File: src/rtl/muldiv_ctrl.sv
// -----------------------------------------------------------------------------
// muldiv_ctrl
//   Sequencer for the HI/LO multiply/divide unit. Accepts one command at a time,
//   hands the operands to an external multiplier or divider over an
//   alternating-bit (ABP) handshake, and writes the results back into the
//   architectural HI/LO registers.
//
//   Optional feature: define MULDIV_MADD_EN to enable op 111 (MADD,
//   {HI,LO} += signed a*b). Without it op 111 is a NOP and no
//   accumulate adder exists.
//
// Ports
//   sys_clock_i, sys_reset_i      clock (rising edge), async active-high reset
//   cmd_valid_i, cmd_op_i, a_i, b_i, cmd_ready_o   command interface
//   hi_o, lo_o, dz_o              HI/LO registers, sticky divide-by-zero flag
//   mul_a_o, mul_b_o, mul_signed_o, mul_req_o, mul_ack_i, mul_product_i
//                                 multiplier ABP interface
//   div_a_o, div_b_o, div_signed_o, div_req_o, div_ack_i,
//   div_quotient_i, div_remainder_i
//                                 divider ABP interface
// -----------------------------------------------------------------------------
module muldiv_ctrl (
    input  logic        sys_clock_i,
    input  logic        sys_reset_i,
    input  logic        cmd_valid_i,
    input  logic [2:0]  cmd_op_i,
    input  logic [31:0] a_i,
    input  logic [31:0] b_i,
    output logic        cmd_ready_o,
    output logic [31:0] hi_o,
    output logic [31:0] lo_o,
    output logic        dz_o,
    output logic [31:0] mul_a_o,
    output logic [31:0] mul_b_o,
    output logic        mul_signed_o,
    output logic        mul_req_o,
    input  logic        mul_ack_i,
    input  logic [63:0] mul_product_i,
    output logic [31:0] div_a_o,
    output logic [31:0] div_b_o,
    output logic        div_signed_o,
    output logic        div_req_o,
    input  logic        div_ack_i,
    input  logic [31:0] div_quotient_i,
    input  logic [31:0] div_remainder_i
);

    localparam logic [2:0] OP_MULT  = 3'b001;
    localparam logic [2:0] OP_MULTU = 3'b010;
    localparam logic [2:0] OP_DIV   = 3'b011;
    localparam logic [2:0] OP_DIVU  = 3'b100;
    localparam logic [2:0] OP_MTHI  = 3'b101;
    localparam logic [2:0] OP_MTLO  = 3'b110;
    localparam logic [2:0] OP_MADD  = 3'b111;

    typedef enum logic [1:0] {
        IDLE     = 2'd0,
        MUL_WAIT = 2'd1,
        DIV_WAIT = 2'd2,
        ACC      = 2'd3
    } state_t;

    state_t      state_q, state_d;
    logic [31:0] hi_q, hi_d, lo_q, lo_d;
    logic        dz_q, dz_d;
    logic [31:0] mul_a_q, mul_a_d, mul_b_q, mul_b_d;
    logic        mul_signed_q, mul_signed_d, mul_req_q, mul_req_d;
    logic [31:0] div_a_q, div_a_d, div_b_q, div_b_d;
    logic        div_signed_q, div_signed_d, div_req_q, div_req_d;
`ifdef MULDIV_MADD_EN
    // Remembers that the outstanding multiply is a MADD, so MUL_WAIT
    // diverts to ACC instead of overwriting HI/LO.
    logic        madd_q, madd_d;
`endif

    // ABP: a unit is finished once its ack level has caught up with our req.
    logic mul_done, div_done;
    assign mul_done = (mul_ack_i == mul_req_q);
    assign div_done = (div_ack_i == div_req_q);

    // State register
    always_ff @(posedge sys_clock_i or posedge sys_reset_i) begin
        if (sys_reset_i) state_q <= IDLE;
        else             state_q <= state_d;
    end

    // Next-state logic
    always_comb begin
        state_d = state_q;
        case (state_q)
            IDLE: begin
                if (cmd_valid_i) begin
                    case (cmd_op_i)
                        OP_MULT, OP_MULTU: state_d = MUL_WAIT;
`ifdef MULDIV_MADD_EN
                        OP_MADD:           state_d = MUL_WAIT;
`else
                        OP_MADD:           state_d = IDLE;
`endif
                        OP_DIV, OP_DIVU:   if (b_i != 32'd0) state_d = DIV_WAIT;
                        default:           state_d = IDLE;
                    endcase
                end
            end
            MUL_WAIT: begin
                if (mul_done) begin
`ifdef MULDIV_MADD_EN
                    state_d = madd_q ? ACC : IDLE;
`else
                    state_d = IDLE;
`endif
                end
            end
            DIV_WAIT: if (div_done) state_d = IDLE;
            ACC:      state_d = IDLE;
            default:  state_d = IDLE;
        endcase
    end

    // Output / datapath next-value logic
    always_comb begin
        cmd_ready_o  = (state_q == IDLE);
        hi_d         = hi_q;
        lo_d         = lo_q;
        dz_d         = dz_q;
        mul_a_d      = mul_a_q;
        mul_b_d      = mul_b_q;
        mul_signed_d = mul_signed_q;
        mul_req_d    = mul_req_q;
        div_a_d      = div_a_q;
        div_b_d      = div_b_q;
        div_signed_d = div_signed_q;
        div_req_d    = div_req_q;
`ifdef MULDIV_MADD_EN
        madd_d       = madd_q;
`endif
        case (state_q)
            IDLE: begin
                if (cmd_valid_i) begin
                    case (cmd_op_i)
                        OP_MULT, OP_MULTU: begin
                            mul_a_d      = a_i;
                            mul_b_d      = b_i;
                            mul_signed_d = (cmd_op_i == OP_MULT);
                            mul_req_d    = ~mul_req_q;
`ifdef MULDIV_MADD_EN
                            madd_d       = 1'b0;
`endif
                        end
`ifdef MULDIV_MADD_EN
                        OP_MADD: begin
                            mul_a_d      = a_i;
                            mul_b_d      = b_i;
                            mul_signed_d = 1'b1;
                            mul_req_d    = ~mul_req_q;
                            madd_d       = 1'b1;
                        end
`else
                        OP_MADD: ;
`endif
                        OP_DIV, OP_DIVU: begin
                            // Zero divisor never reaches the divider.
                            if (b_i == 32'd0) begin
                                dz_d = 1'b1;
                            end else begin
                                div_a_d      = a_i;
                                div_b_d      = b_i;
                                div_signed_d = (cmd_op_i == OP_DIV);
                                div_req_d    = ~div_req_q;
                            end
                        end
                        OP_MTHI: hi_d = a_i;
                        OP_MTLO: lo_d = a_i;
                        default: ;
                    endcase
                end
            end
            MUL_WAIT: begin
`ifdef MULDIV_MADD_EN
                if (mul_done && !madd_q) {hi_d, lo_d} = mul_product_i;
`else
                if (mul_done) {hi_d, lo_d} = mul_product_i;
`endif
            end
            DIV_WAIT: begin
                if (div_done) begin
                    lo_d = div_quotient_i;
                    hi_d = div_remainder_i;
                end
            end
            ACC: begin
`ifdef MULDIV_MADD_EN
                // Product is still held by the multiplier after its ack.
                {hi_d, lo_d} = {hi_q, lo_q} + mul_product_i;
`endif
            end
            default: ;
        endcase
    end

    always_ff @(posedge sys_clock_i or posedge sys_reset_i) begin
        if (sys_reset_i) begin
            hi_q         <= '0;
            lo_q         <= '0;
            dz_q         <= 1'b0;
            mul_a_q      <= '0;
            mul_b_q      <= '0;
            mul_signed_q <= 1'b0;
            mul_req_q    <= 1'b0;
            div_a_q      <= '0;
            div_b_q      <= '0;
            div_signed_q <= 1'b0;
            div_req_q    <= 1'b0;
`ifdef MULDIV_MADD_EN
            madd_q       <= 1'b0;
`endif
        end else begin
            hi_q         <= hi_d;
            lo_q         <= lo_d;
            dz_q         <= dz_d;
            mul_a_q      <= mul_a_d;
            mul_b_q      <= mul_b_d;
            mul_signed_q <= mul_signed_d;
            mul_req_q    <= mul_req_d;
            div_a_q      <= div_a_d;
            div_b_q      <= div_b_d;
            div_signed_q <= div_signed_d;
            div_req_q    <= div_req_d;
`ifdef MULDIV_MADD_EN
            madd_q       <= madd_d;
`endif
        end
    end

    assign hi_o         = hi_q;
    assign lo_o         = lo_q;
    assign dz_o         = dz_q;
    assign mul_a_o      = mul_a_q;
    assign mul_b_o      = mul_b_q;
    assign mul_signed_o = mul_signed_q;
    assign mul_req_o    = mul_req_q;
    assign div_a_o      = div_a_q;
    assign div_b_o      = div_b_q;
    assign div_signed_o = div_signed_q;
    assign div_req_o    = div_req_q;

endmodule
File: config.mk
export PLATFORM = sky130hd
export DESIGN_NAME = muldiv_ctrl
export DESIGN_NICKNAME = d
export VERILOG_FILES = /design/src/rtl/muldiv_ctrl.sv
export SDC_FILE = /design/constraint.sdc
export NUM_CORES = 1
export LEC_CHECK = 0
export CORE_ASPECT_RATIO = 1.2
export CORE_MARGIN = 10
export CORE_UTILIZATION = 25
export CTS_BUF_LIST = sky130_fd_sc_hd__clkbuf_4 sky130_fd_sc_hd__clkbuf_8
export DETAILED_ROUTE_END_ITERATION = 10
export PLACE_DENSITY_LB_ADDON = 0.2
export SYNTH_ARGS = -nofsm -noshare
export SYNTH_HDL_FRONTEND = slang
export SYNTH_SLANG_ARGS = --single-unit
File: constraint.sdc
create_clock -name sys_clock_i -period 9.5 [get_ports sys_clock_i]
set_input_delay 2.85 -clock sys_clock_i [delete_from_list [all_inputs] [get_ports sys_clock_i]]
set_output_delay 2.85 -clock sys_clock_i [all_outputs]
set_load 0.03 [all_outputs]
==> results.json <==
{
  "status": "finished clean",
  "path_delay_family": "buffers and inverters",
  "worstMarginPinSlew_ns": 1.07,
  "cp_cell_sequence": "clkdlybuf4s50_1 > nor4_1 > nand4_1 > o21bai_4 > buf_4 > mux2_2",
  "worst-endpoint-required_ns": 9.87,
  "placementRows": 74,
  "ctsResizeCount": 0,
  "clock_sink_count": 199,
  "initial_core_util": 0.253,
  "hold_start": "dz_o",
  "syn_inst": 644,
  "drc_errors": 0,
  "cts_buffer_depth": 2,
  "final_common_cell": "clkdlybuf4s50_1",
  "worst-setup-path-type": "input pin to flip-flop",
  "synthArstFlopShare": 1.00,
  "worstSetupStartpoint": "b_i[25]",
  "timing.fmax_ghz": 0.175,
  "clock_skew_ns": 0.0136,
  "rsz0062_at_grt": "no",
  "syn_to_final_growth_pct": 55.4,
  "worst_ep_arrival_time_ns": 6.08,
  "grt_pass1_wl_um": 48500,
  "grt_pass1_vias": 7222,
  "max_stage_delay_ns": 0.95,
  "drt-initial-drc-count": 283,
  "grt_usage": 0.152,
  "slew_viol_final": 0,
  "crit_buf_inv": 2,
  "ys_seq_area_frac": 0.577,
  "synth_edf_count": 0,
  "grt_max_degree": 132,
  "grt_remaining_overflow": 0,
  "fin_nets": 1226,
  "end_kind": "flip-flop",
  "ys.flop_type": "dfrtp_1",
  "final.setup.tns_ns": 0,
  "hp-class": "flip-flop to flip-flop",
  "antenna_found_initial": 0,
  "netlist_area_um2": 8640,
  "cp-start-kind": "input pin",
  "viasPerCell": 4.52,
  "max-vdd-ir-drop_mv": 0.169,
  "core_area_um2": 34100,
  "die-area_um2": 42400,
  "route.vias.total": 6751,
  "mostFrequentLayoutCells": "clkdlybuf4s50_1, dfrtp_1, mux2_2",
  "io_buffers": 397,
  "synth_fp_nets": 848,
  "post-cts-setup-buffer-count": 0,
  "yosys_register_bits": 199,
  "critical_path.slowest_cell": "o21bai_4",
  "cts_tree": "done",
  "maxSlewHeadroom": 0.282,
  "crit_fanout": 35,
  "ys_types": 29,
  "period_share": 0.600,
  "hpwlAfterDp_um": 25100,
  "wirelength_um": 32700,
  "syn_area_per_cell_um2": 13.4,
  "num_io_pins": 398,
  "cts_buffers": 17,
  "drt_first_pass_iters": 4,
  "routedWlPerCell_um": 21.9,
  "cts-root-buf": "clkbuf_8",
  "fin_crit_ns": 5.70,
  "fp.dieW_um": 190,
  "ys.warnings.count": 0,
  "regToRegStartpoint": "state_q[0]",
  "power.density_nw_per_um2": 382,
  "clk_pin_slew_ns": 0.11,
  "gp_congestion": 0.787,
  "cap_violations": 0,
  "htree_levels": 4,
  "ant_nets": 0,
  "leakagePower_nw": 5.37,
  "p_total_mw": 5.13,
  "cts_hold_buf": 0,
  "hold_viol": 0,
  "layout-drive-gt1-share": 0.232,
  "clock_latency_ns": 0.50,
  "finalSetupViolations": 0,
  "fp.dieH_um": 224
}
## synthesized netlist by cell type (2+ instances only)
library cell	count	area share
o31ai_1	2	0.0017
a21oi_1	64	0.037
inv_1	6	0.0026
buf_2	10	0.0058
o21ai_0	2	0.0012
clkbuf_1	21	0.0091
a22oi_1	65	0.057
nand3b_1	2	0.0017
nand4_1	2	0.0014
nor2_1	32	0.014
nand3b_2	2	0.0026
xnor2_1	2	0.0020
ha_1	4	0.0058
nand2_1	4	0.0017
mux2_2	193	0.25
dfrtp_1	199	0.58
buf_1	8	0.0035
nor4_1	8	0.0058
xor2_1	3	0.0030
buf_6	6	0.0078
## sequential cells by signal, summed over array words and instances (netlist names)
register	count
mul_req_o	1
div_signed_o	1
hi_o	32
dz_o	1
mul_b_o	32
lo_o	32
mul_signed_o	1
div_b_o	32
state_q	2
div_a_o	32
div_req_o	1
mul_a_o	32
## worst reg2reg max path, cell delays in order (launching register included)
cell	delay [ns]
dfrtp_1	0.39
inv_1	0.11
ha_2	0.19
buf_4	0.28
a222oi_1	0.79
nand3b_2	0.97
mux2_2	0.64
## power by group
group | leakage [nW] | switching [mW] | internal [mW]
sequential | 2.37 | 0.206 | 1.28
clock | 0.187 | 0.332 | 0.195
combinational | 2.82 | 1.74 | 1.37
total | 5.37 | 2.28 | 2.85
## final cells by class
type / count / area (um2)
antenna: 1 / 2.50
clock buffer: 18 / 248
clock inverter: 14 / 113
fill: 3375 / 20700
inverter: 6 / 30.0
multi-input combinational: 394 / 3450
sequential: 199 / 4980
tap: 456 / 571
timing repair buffer: 404 / 4030
## stage by stage
step / setup WS (ns) / hold WS (ns) / util / instance area, um2 / std cells
floorplan: 1.22 / 0.572 / - / 8640 / 644
global placement: 3.21 / 0.459 / 0.383 / 13100 / 1459
detailed placement: 3.12 / 0.477 / 0.383 / 13100 / 1459
CTS: 3.69 / 0.510 / 0.394 / 13400 / 1491
global route: 3.61 / 0.525 / 0.394 / 13400 / 1491
finish: 3.80 / 0.509 / 0.394 / 13400 / 1492
## per-layer routing
metal,GRT usage,share of wire
met1,0.172,0.41
met2,0.261,0.51
met3,0.0570,0.075
met4,0.0426,0.013
met5,0,0
## cell families (layout without fill, tap and decap cells)
kind of cell,Yosys count,in the layout,share of synthesized area
and+or+nand+nor,54,54,0.0304
xor gates and xnor gates,5,5,0.00507
muxes,194,194,0.253
other,0,1,0
buffers and inverters,51,442,0.0288
AOI/OAI and AO/OA,137,137,0.100
DFF,199,199,0.577
adders and majority gates,4,4,0.00580
## worst paths after layout
path,endpoint,slack (ns),depth (start not counted)
worst max-delay path,div_a_o[3],3.80,6
worst min-delay path,dz_o,0.51,2
worst max register to register,lo_o[0],6.02,6
worst min register to register,dz_o,0.51,2
max in group asynchronous,mul_a_o[30],5.45,3
min in group asynchronous,mul_b_o[21],2.93,2
(Power assumes the default switching activity.)
